==> config.mk <==
export PLATFORM = sky130hd
export DESIGN_NAME = tpu_sequencer
export DESIGN_NICKNAME = d
export VERILOG_FILES = /design/src/rtl/tpu_pkg.sv /design/src/rtl/tpu_skew_gen.sv /design/src/rtl/tpu_sequencer.sv
export SDC_FILE = /design/constraint.sdc
export NUM_CORES = 1
export LEC_CHECK = 0
export CAP_MARGIN = 20
export CELL_PAD_IN_SITES_DETAIL_PLACEMENT = 1
export CELL_PAD_IN_SITES_GLOBAL_PLACEMENT = 1
export CORE_UTILIZATION = 30
export DETAILED_ROUTE_END_ITERATION = 10
export HOLD_SLACK_MARGIN = 0.06
export PLACE_DENSITY = 0.73
export SYNTH_ARGS = -nofsm -noshare
export SYNTH_HDL_FRONTEND = slang
export SYNTH_SLANG_ARGS = --single-unit
==> constraint.sdc <==
create_clock -name clk -period 1.4 [get_ports clk]
set_input_delay 0.21 -clock clk [delete_from_list [all_inputs] [get_ports clk]]
set_output_delay 0.21 -clock clk [all_outputs]
set_load 0.1 [all_outputs]
==> src/rtl/tpu_pkg.sv <==
`default_nettype none
// ============================================================================
// Module : tpu_pkg
// Brief  : Shared opcodes, FSM state encoding and instruction field offsets
//          for the Mini-TPU sequencer.
// Rev    : 1.0  initial release
// ============================================================================
package tpu_pkg;

    // Instruction opcodes (top two bits of every instruction)
    localparam logic [1:0] OP_START = 2'b00;
    localparam logic [1:0] OP_STOP  = 2'b01;
    localparam logic [1:0] OP_LOAD  = 2'b10;
    localparam logic [1:0] OP_STORE = 2'b11;

    // Sequencer states
    typedef enum logic [1:0] {
        ST_IDLE  = 2'd0,
        ST_CLEAR = 2'd1,
        ST_RUN   = 2'd2
    } tpu_state_e;

    // Field offsets for {op, sel, clr, row, col, imm}. They depend on the
    // array size and data width, so they are functions of those values.
    function automatic int col_lsb(input int idx_w, input int dw);
        return dw + 0 * idx_w;
    endfunction

    function automatic int row_lsb(input int idx_w, input int dw);
        return dw + idx_w;
    endfunction

    function automatic int clr_bit(input int idx_w, input int dw);
        return dw + 2 * idx_w;
    endfunction

    function automatic int sel_bit(input int idx_w, input int dw);
        return dw + 2 * idx_w + 1;
    endfunction

    function automatic int op_lsb(input int idx_w, input int dw);
        return dw + 2 * idx_w + 2;
    endfunction

endpackage : tpu_pkg
`default_nettype wire

==> src/rtl/tpu_skew_gen.sv <==
`default_nettype none
// ============================================================================
// Module : tpu_skew_gen
// Brief  : Turns the run counter into skewed per-line read enables and
//          element selects. Line i is read during counter values i+1 .. i+N,
//          stepping through elements 0 .. N-1.
// Rev    : 1.0  initial release
// ============================================================================
module tpu_skew_gen #(
    parameter  int N     = 4,
    parameter  int CNT_W = 4,
    localparam int IDX_W = $clog2(N)
) (
    input  logic [CNT_W-1:0]   counter,
    output logic [N-1:0]       mem_rd_en,
    output logic [N*IDX_W-1:0] mem_rd_elem
);

    for (genvar i = 0; i < N; i++) begin : g_line
        localparam logic [CNT_W-1:0] C_LO     = CNT_W'(i + 1);
        localparam logic [CNT_W-1:0] C_HI     = CNT_W'(i + N);
        localparam logic [IDX_W-1:0] C_LO_IDX = IDX_W'(i + 1);

        logic [IDX_W-1:0] w_elem;

        // Window test on the full counter; the element index only needs the
        // low bits because the difference never exceeds N-1 inside the window.
        assign mem_rd_en[i] = (counter >= C_LO) && (counter <= C_HI);
        assign w_elem       = counter[IDX_W-1:0] - C_LO_IDX;
        assign mem_rd_elem[i*IDX_W +: IDX_W] = mem_rd_en[i] ? w_elem : '0;
    end

endmodule : tpu_skew_gen
`default_nettype wire

==> src/rtl/tpu_sequencer.sv <==
`default_nettype none
// ============================================================================
// Module : tpu_sequencer
// Brief  : Control unit for an N x N Mini-TPU systolic array. Decodes LOAD
//          into operand memory write strobes, STORE into a result select, and
//          runs a START/STOP sequence that drives the skewed operand reads.
// Rev    : 1.0  initial release
// ============================================================================
module tpu_sequencer
    import tpu_pkg::*;
#(
    parameter  int N          = 4,
    parameter  int DATA_WIDTH = 8,
    localparam int IDX_W      = $clog2(N),
    localparam int INSTR_W    = 4 + 2 * IDX_W + DATA_WIDTH
) (
    input  logic                  clk,
    input  logic                  rst_n,
    input  logic                  instr_valid,
    output logic                  instr_ready,
    input  logic [INSTR_W-1:0]    instr,
    output logic                  busy,
    output logic                  done,
    output logic                  array_clear,
    output logic                  array_run,
    output logic [IDX_W-1:0]      array_out_row,
    output logic [IDX_W-1:0]      array_out_col,
    output logic                  store_valid,
    output logic [DATA_WIDTH-1:0] mema_wdata,
    output logic                  mema_we,
    output logic [IDX_W-1:0]      mema_wline,
    output logic [IDX_W-1:0]      mema_welem,
    output logic [DATA_WIDTH-1:0] memb_wdata,
    output logic                  memb_we,
    output logic [IDX_W-1:0]      memb_wline,
    output logic [IDX_W-1:0]      memb_welem,
    output logic [N-1:0]          mem_rd_en,
    output logic [N*IDX_W-1:0]    mem_rd_elem
);

    localparam int RUN_LEN = 3 * N - 1;
    localparam int CNT_W   = $clog2(RUN_LEN + 1);

    localparam int C_OP_LSB  = op_lsb(IDX_W, DATA_WIDTH);
    localparam int C_SEL_BIT = sel_bit(IDX_W, DATA_WIDTH);
    localparam int C_CLR_BIT = clr_bit(IDX_W, DATA_WIDTH);
    localparam int C_ROW_LSB = row_lsb(IDX_W, DATA_WIDTH);
    localparam int C_COL_LSB = col_lsb(IDX_W, DATA_WIDTH);

    localparam logic [CNT_W-1:0] C_RUN_LEN = CNT_W'(RUN_LEN);
    localparam logic [CNT_W-1:0] C_LAST_M1 = CNT_W'(RUN_LEN - 1);
    localparam logic [CNT_W-1:0] C_ONE     = CNT_W'(1);

    tpu_state_e       r_state;
    logic [CNT_W-1:0] r_counter;

    logic [1:0]            w_op;
    logic                  w_sel;
    logic                  w_clr;
    logic [IDX_W-1:0]      w_row;
    logic [IDX_W-1:0]      w_col;
    logic [DATA_WIDTH-1:0] w_imm;
    logic                  w_accept;
    logic                  w_stop;
    logic                  w_load_a;
    logic                  w_load_b;
    logic                  w_store;

    // Instruction field slicing
    assign w_op  = instr[C_OP_LSB +: 2];
    assign w_sel = instr[C_SEL_BIT];
    assign w_clr = instr[C_CLR_BIT];
    assign w_row = instr[C_ROW_LSB +: IDX_W];
    assign w_col = instr[C_COL_LSB +: IDX_W];
    assign w_imm = instr[DATA_WIDTH-1:0];

    // Everything is accepted while idle; during a run only STOP gets through,
    // so LOAD/STORE/START stall until the sequencer returns to IDLE.
    assign instr_ready = (r_state == ST_IDLE) ||
                         ((r_state == ST_RUN) && (w_op == OP_STOP));
    assign w_accept    = instr_valid && instr_ready;
    assign w_stop      = w_accept && (w_op == OP_STOP);
    assign w_load_a    = w_accept && (w_op == OP_LOAD) && !w_sel;
    assign w_load_b    = w_accept && (w_op == OP_LOAD) &&  w_sel;
    assign w_store     = w_accept && (w_op == OP_STORE);

    // Run FSM with registered status outputs; done is raised one cycle early
    // so that it is high exactly while the counter holds RUN_LEN.
    always_ff @(posedge clk or negedge rst_n) begin
        if (!rst_n) begin
            r_state     <= ST_IDLE;
            r_counter   <= '0;
            busy        <= 1'b0;
            done        <= 1'b0;
            array_clear <= 1'b0;
            array_run   <= 1'b0;
        end else begin
            done        <= 1'b0;
            array_clear <= 1'b0;
            case (r_state)
                ST_IDLE: begin
                    if (w_accept && (w_op == OP_START)) begin
                        busy <= 1'b1;
                        if (w_clr) begin
                            r_state     <= ST_CLEAR;
                            array_clear <= 1'b1;
                        end else begin
                            r_state   <= ST_RUN;
                            array_run <= 1'b1;
                            r_counter <= C_ONE;
                        end
                    end
                end
                ST_CLEAR: begin
                    r_state   <= ST_RUN;
                    array_run <= 1'b1;
                    r_counter <= C_ONE;
                end
                ST_RUN: begin
                    if (w_stop || (r_counter == C_RUN_LEN)) begin
                        r_state   <= ST_IDLE;
                        r_counter <= '0;
                        busy      <= 1'b0;
                        array_run <= 1'b0;
                    end else begin
                        r_counter <= r_counter + C_ONE;
                        done      <= (r_counter == C_LAST_M1);
                    end
                end
                default: begin
                    r_state   <= ST_IDLE;
                    r_counter <= '0;
                    busy      <= 1'b0;
                    array_run <= 1'b0;
                end
            endcase
        end
    end

    // LOAD/STORE decode: single-cycle strobes with fields zeroed when idle.
    // Memory B is written transposed (line = col, element = row).
    always_ff @(posedge clk or negedge rst_n) begin
        if (!rst_n) begin
            mema_we       <= 1'b0;
            mema_wdata    <= '0;
            mema_wline    <= '0;
            mema_welem    <= '0;
            memb_we       <= 1'b0;
            memb_wdata    <= '0;
            memb_wline    <= '0;
            memb_welem    <= '0;
            store_valid   <= 1'b0;
            array_out_row <= '0;
            array_out_col <= '0;
        end else begin
            mema_we       <= w_load_a;
            mema_wdata    <= w_load_a ? w_imm : '0;
            mema_wline    <= w_load_a ? w_row : '0;
            mema_welem    <= w_load_a ? w_col : '0;
            memb_we       <= w_load_b;
            memb_wdata    <= w_load_b ? w_imm : '0;
            memb_wline    <= w_load_b ? w_col : '0;
            memb_welem    <= w_load_b ? w_row : '0;
            store_valid   <= w_store;
            array_out_row <= w_store ? w_row : '0;
            array_out_col <= w_store ? w_col : '0;
        end
    end

    tpu_skew_gen #(
        .N     (N),
        .CNT_W (CNT_W)
    ) u_skew_gen (
        .counter     (r_counter),
        .mem_rd_en   (mem_rd_en),
        .mem_rd_elem (mem_rd_elem)
    );

endmodule : tpu_sequencer
`default_nettype wire

==> results.json <==
{
  "status": "finished, violations left",
  "violations": "negative setup slack",
  "cts-root-buf": "clkbuf_8",
  "syn_inst": 142,
  "vias": 1482,
  "dpl-instance-area_sq_um": 3290,
  "grt_busiest_layer": "met2",
  "cts.path.max_buffers": 2,
  "gp_congestion": 0.773,
  "insertion_delay_ns": 0.29,
  "nNetsFinal": 273,
  "fin_crit_sh_pct": 137,
  "syn_area_per_cell_sq_um": 12.1,
  "ios": 67,
  "totalWireLength_mm": 5.11,
  "power.total_uw": 8120,
  "dp.cells": 305,
  "core-area_sq_um": 5510,
  "fin_tns_setup_ns": -5.51,
  "setup-violations-final": 19,
  "ys_seq_area_share_pct": 59.9,
  "holdWs_ns": 0.313,
  "cp_data_required_time_ns": 1.19,
  "ys.warnings.count": 0,
  "async_reset_ff_share_pct": 100,
  "initial_core_util_pct": 31.1,
  "ff2ff_path_depth": 4,
  "grt_max_degree": 42,
  "row_count": 27,
  "die_y_um": 77.5,
  "slowest_stage": "dfrtp_2",
  "first_pass_iters": 4,
  "antenna_cells": 0,
  "worst_slack_ns": -0.515,
  "final_common_cell": "buf_12",
  "worstSetupPathType": "reg2out",
  "syn2layout_area_growth_pct": 109,
  "final_cell_mix": "buf_12, dfrtp_1, buf_4",
  "drive_gt1_share_pct": 58.2,
  "met3_usage_pct": 9.29,
  "cellPowerDensity_nw_per_um2": 2270,
  "drt_iter0_drc": 37,
  "drv_cap": 0,
  "drv_slew": 0,
  "fmax_mhz": 522,
  "fin_cells": 323,
  "holdPathEnd": "r_state[0]",
  "max_stage_delay_ns": 0.49,
  "hold_viol_final": 0,
  "min_from": "instr_valid",
  "max_slew_margin_pct": 76.9,
  "r2r_start": "r_counter[0]",
  "io_buffers": 66,
  "finalCriticalPeriod_ns": 1.91,
  "largest_registers": "mema_wdata (8), memb_wdata (8), r_counter (4)",
  "cts.htree.levels": 2,
  "synth_nets": 165,
  "reg2reg_slack_ns": -0.23,
  "timing.rr.end": "r_counter[2]",
  "wl_per_cell_um": 15.8,
  "track_usage_pct": 18.0,
  "worstHoldPathType": "in2reg",
  "final_area_sq_um": 3580,
  "critPathLaunchType": "flip-flop",
  "route.detailed.drc": 0,
  "antenna_found_initial": 0,
  "cts_tree": "yes",
  "fin_worst_skew_ns": 0.00934,
  "synth_edf_count": 0,
  "path_max_fanout": 6,
  "clk_pin_slew_worst_paths_ns": 0.08,
  "rsz0062_at_grt": "yes",
  "worst_slew_pin_slew_ns": 0.344,
  "grt.overflow.total": 0,
  "p_leak_uw": 0.00164,
  "synth_flop_cell": "dfrtp_1",
  "numCtsBuffers": 5,
  "ys_types": 35,
  "clock_sinks": 41,
  "grt_pass1_vias": 1625,
  "fp.dieW_um": 77.5,
  "via_per_inst": 4.59,
  "ant_nets": 0,
  "ys_ff_latch": 41,
  "holdPathStages": 2,
  "use_met1_pct": 19.3,
  "grt_first_pass_wirelength_mm": 8.25,
  "use_met2_pct": 31.2,
  "crit_path_cell_trace": "inv_4 > ha_4 > nor2_2 > a211oi_4 > and2_4 > buf_12",
  "synthesis.area_sq_um": 1710,
  "crit_path_end_kind": "output pin",
  "peakVddDrop_mv": 2.56,
  "dp_hpwl_mm": 3.69,
  "die-area_sq_um": 6010,
  "cp.arrival_ns": 1.70
}
## layout make-up
type / instances / area (sq um)
inverters: 8 / 32.5
repair buffers: 108 / 1540
clock buffers: 7 / 96.3
flip-flops and latches: 41 / 1030
well taps: 72 / 90.1
multi-input cells: 86 / 790
fillers: 516 / 1920
clock inverters: 1 / 5.00
## what timing repair did
item,in CTS,in global routing
buffers inserted,3,5
pin swaps,6,12
hold buffers,1,0
setup endpoints to repair,22,44
cloned,0,1
resized for setup,13,20
endpoints found under the hold margin,41,0
## report_power, final
group | internal [uW] | switching (uW) | leakage, uW
clock network | 445 | 388 | 0.0000542
registers | 1310 | 202 | 0.000552
logic | 2390 | 3390 | 0.00103
## kinds of logic (layout without fill, tap and decap cells)
logic type	count (synthesis)	after routing	synth area share, %
AND/OR/NAND/NOR	66	66	26.0
adder cells (fa/ha/maj)	4	4	2.92
AO/OA/AOI/OAI	16	16	6.80
buffers and inverters	15	124	4.31
flip-flops	41	41	59.9
## worst max path at each step
| stage | start | end | slack (ns) | cells after the start |
|---|---|---|---|---|
| global route | r_counter[0] | mem_rd_elem[2] | -0.59 | 6 |
| CTS | r_counter[0] | mem_rd_elem[3] | -0.53 | 6 |
| floorplan | r_counter[0] | mem_rd_elem[2] | -0.98 | 5 |
| global placement | r_counter[0] | mem_rd_elem[5] | -0.23 | 5 |
| finish | r_counter[0] | mem_rd_elem[3] | -0.51 | 6 |
| detailed placement | instr[14] | r_counter[3] | -0.30 | 4 |
## synth_stat cells (2+ instances only)
master / number / area (sq um)
dfrtp_1: 41 / 1030
and2_1: 34 / 213
inv_1: 8 / 30.0
nor3_1: 5 / 25.0
a21oi_1: 4 / 20.0
buf_4: 4 / 30.0
ha_1: 4 / 50.1
nor2_1: 4 / 15.0
nand2_1: 3 / 11.3
nor4b_1: 3 / 26.3
o21ai_0: 3 / 15.0
a211oi_1: 2 / 15.0
and4_1: 2 / 17.5
buf_2: 2 / 10.0
nand2b_1: 2 / 12.5
nand3b_1: 2 / 15.0
## critical path, delay by kind of cell, from the launching register on
kind	cells	cell delay, ns
compound gates	1	0.25
flops	1	0.49
buf+inv	2	0.27
simple gates	2	0.25
fa+ha+maj	1	0.14
## per-layer routing
layer | up-vias | part of all wire (%) | routed length [um]
met2 | 61 | 52 | 2650
met3 | 7 | 11 | 539
met5 | - | 0 | 0
li1 | 691 | - | -
met4 | 0 | 1.4 | 71
met1 | 723 | 36 | 1850
## stage by stage
step / utilization, % / worst slack [ns]
2_1_floorplan: - / -0.979
3_5_place_dp: 59.8 / -0.301
3_3_place_gp: 59.8 / -0.234
5_1_grt: 65.1 / -0.586
6_report: 65.1 / -0.515
4_1_cts: 62.7 / -0.527
(Power assumes the default switching activity.)
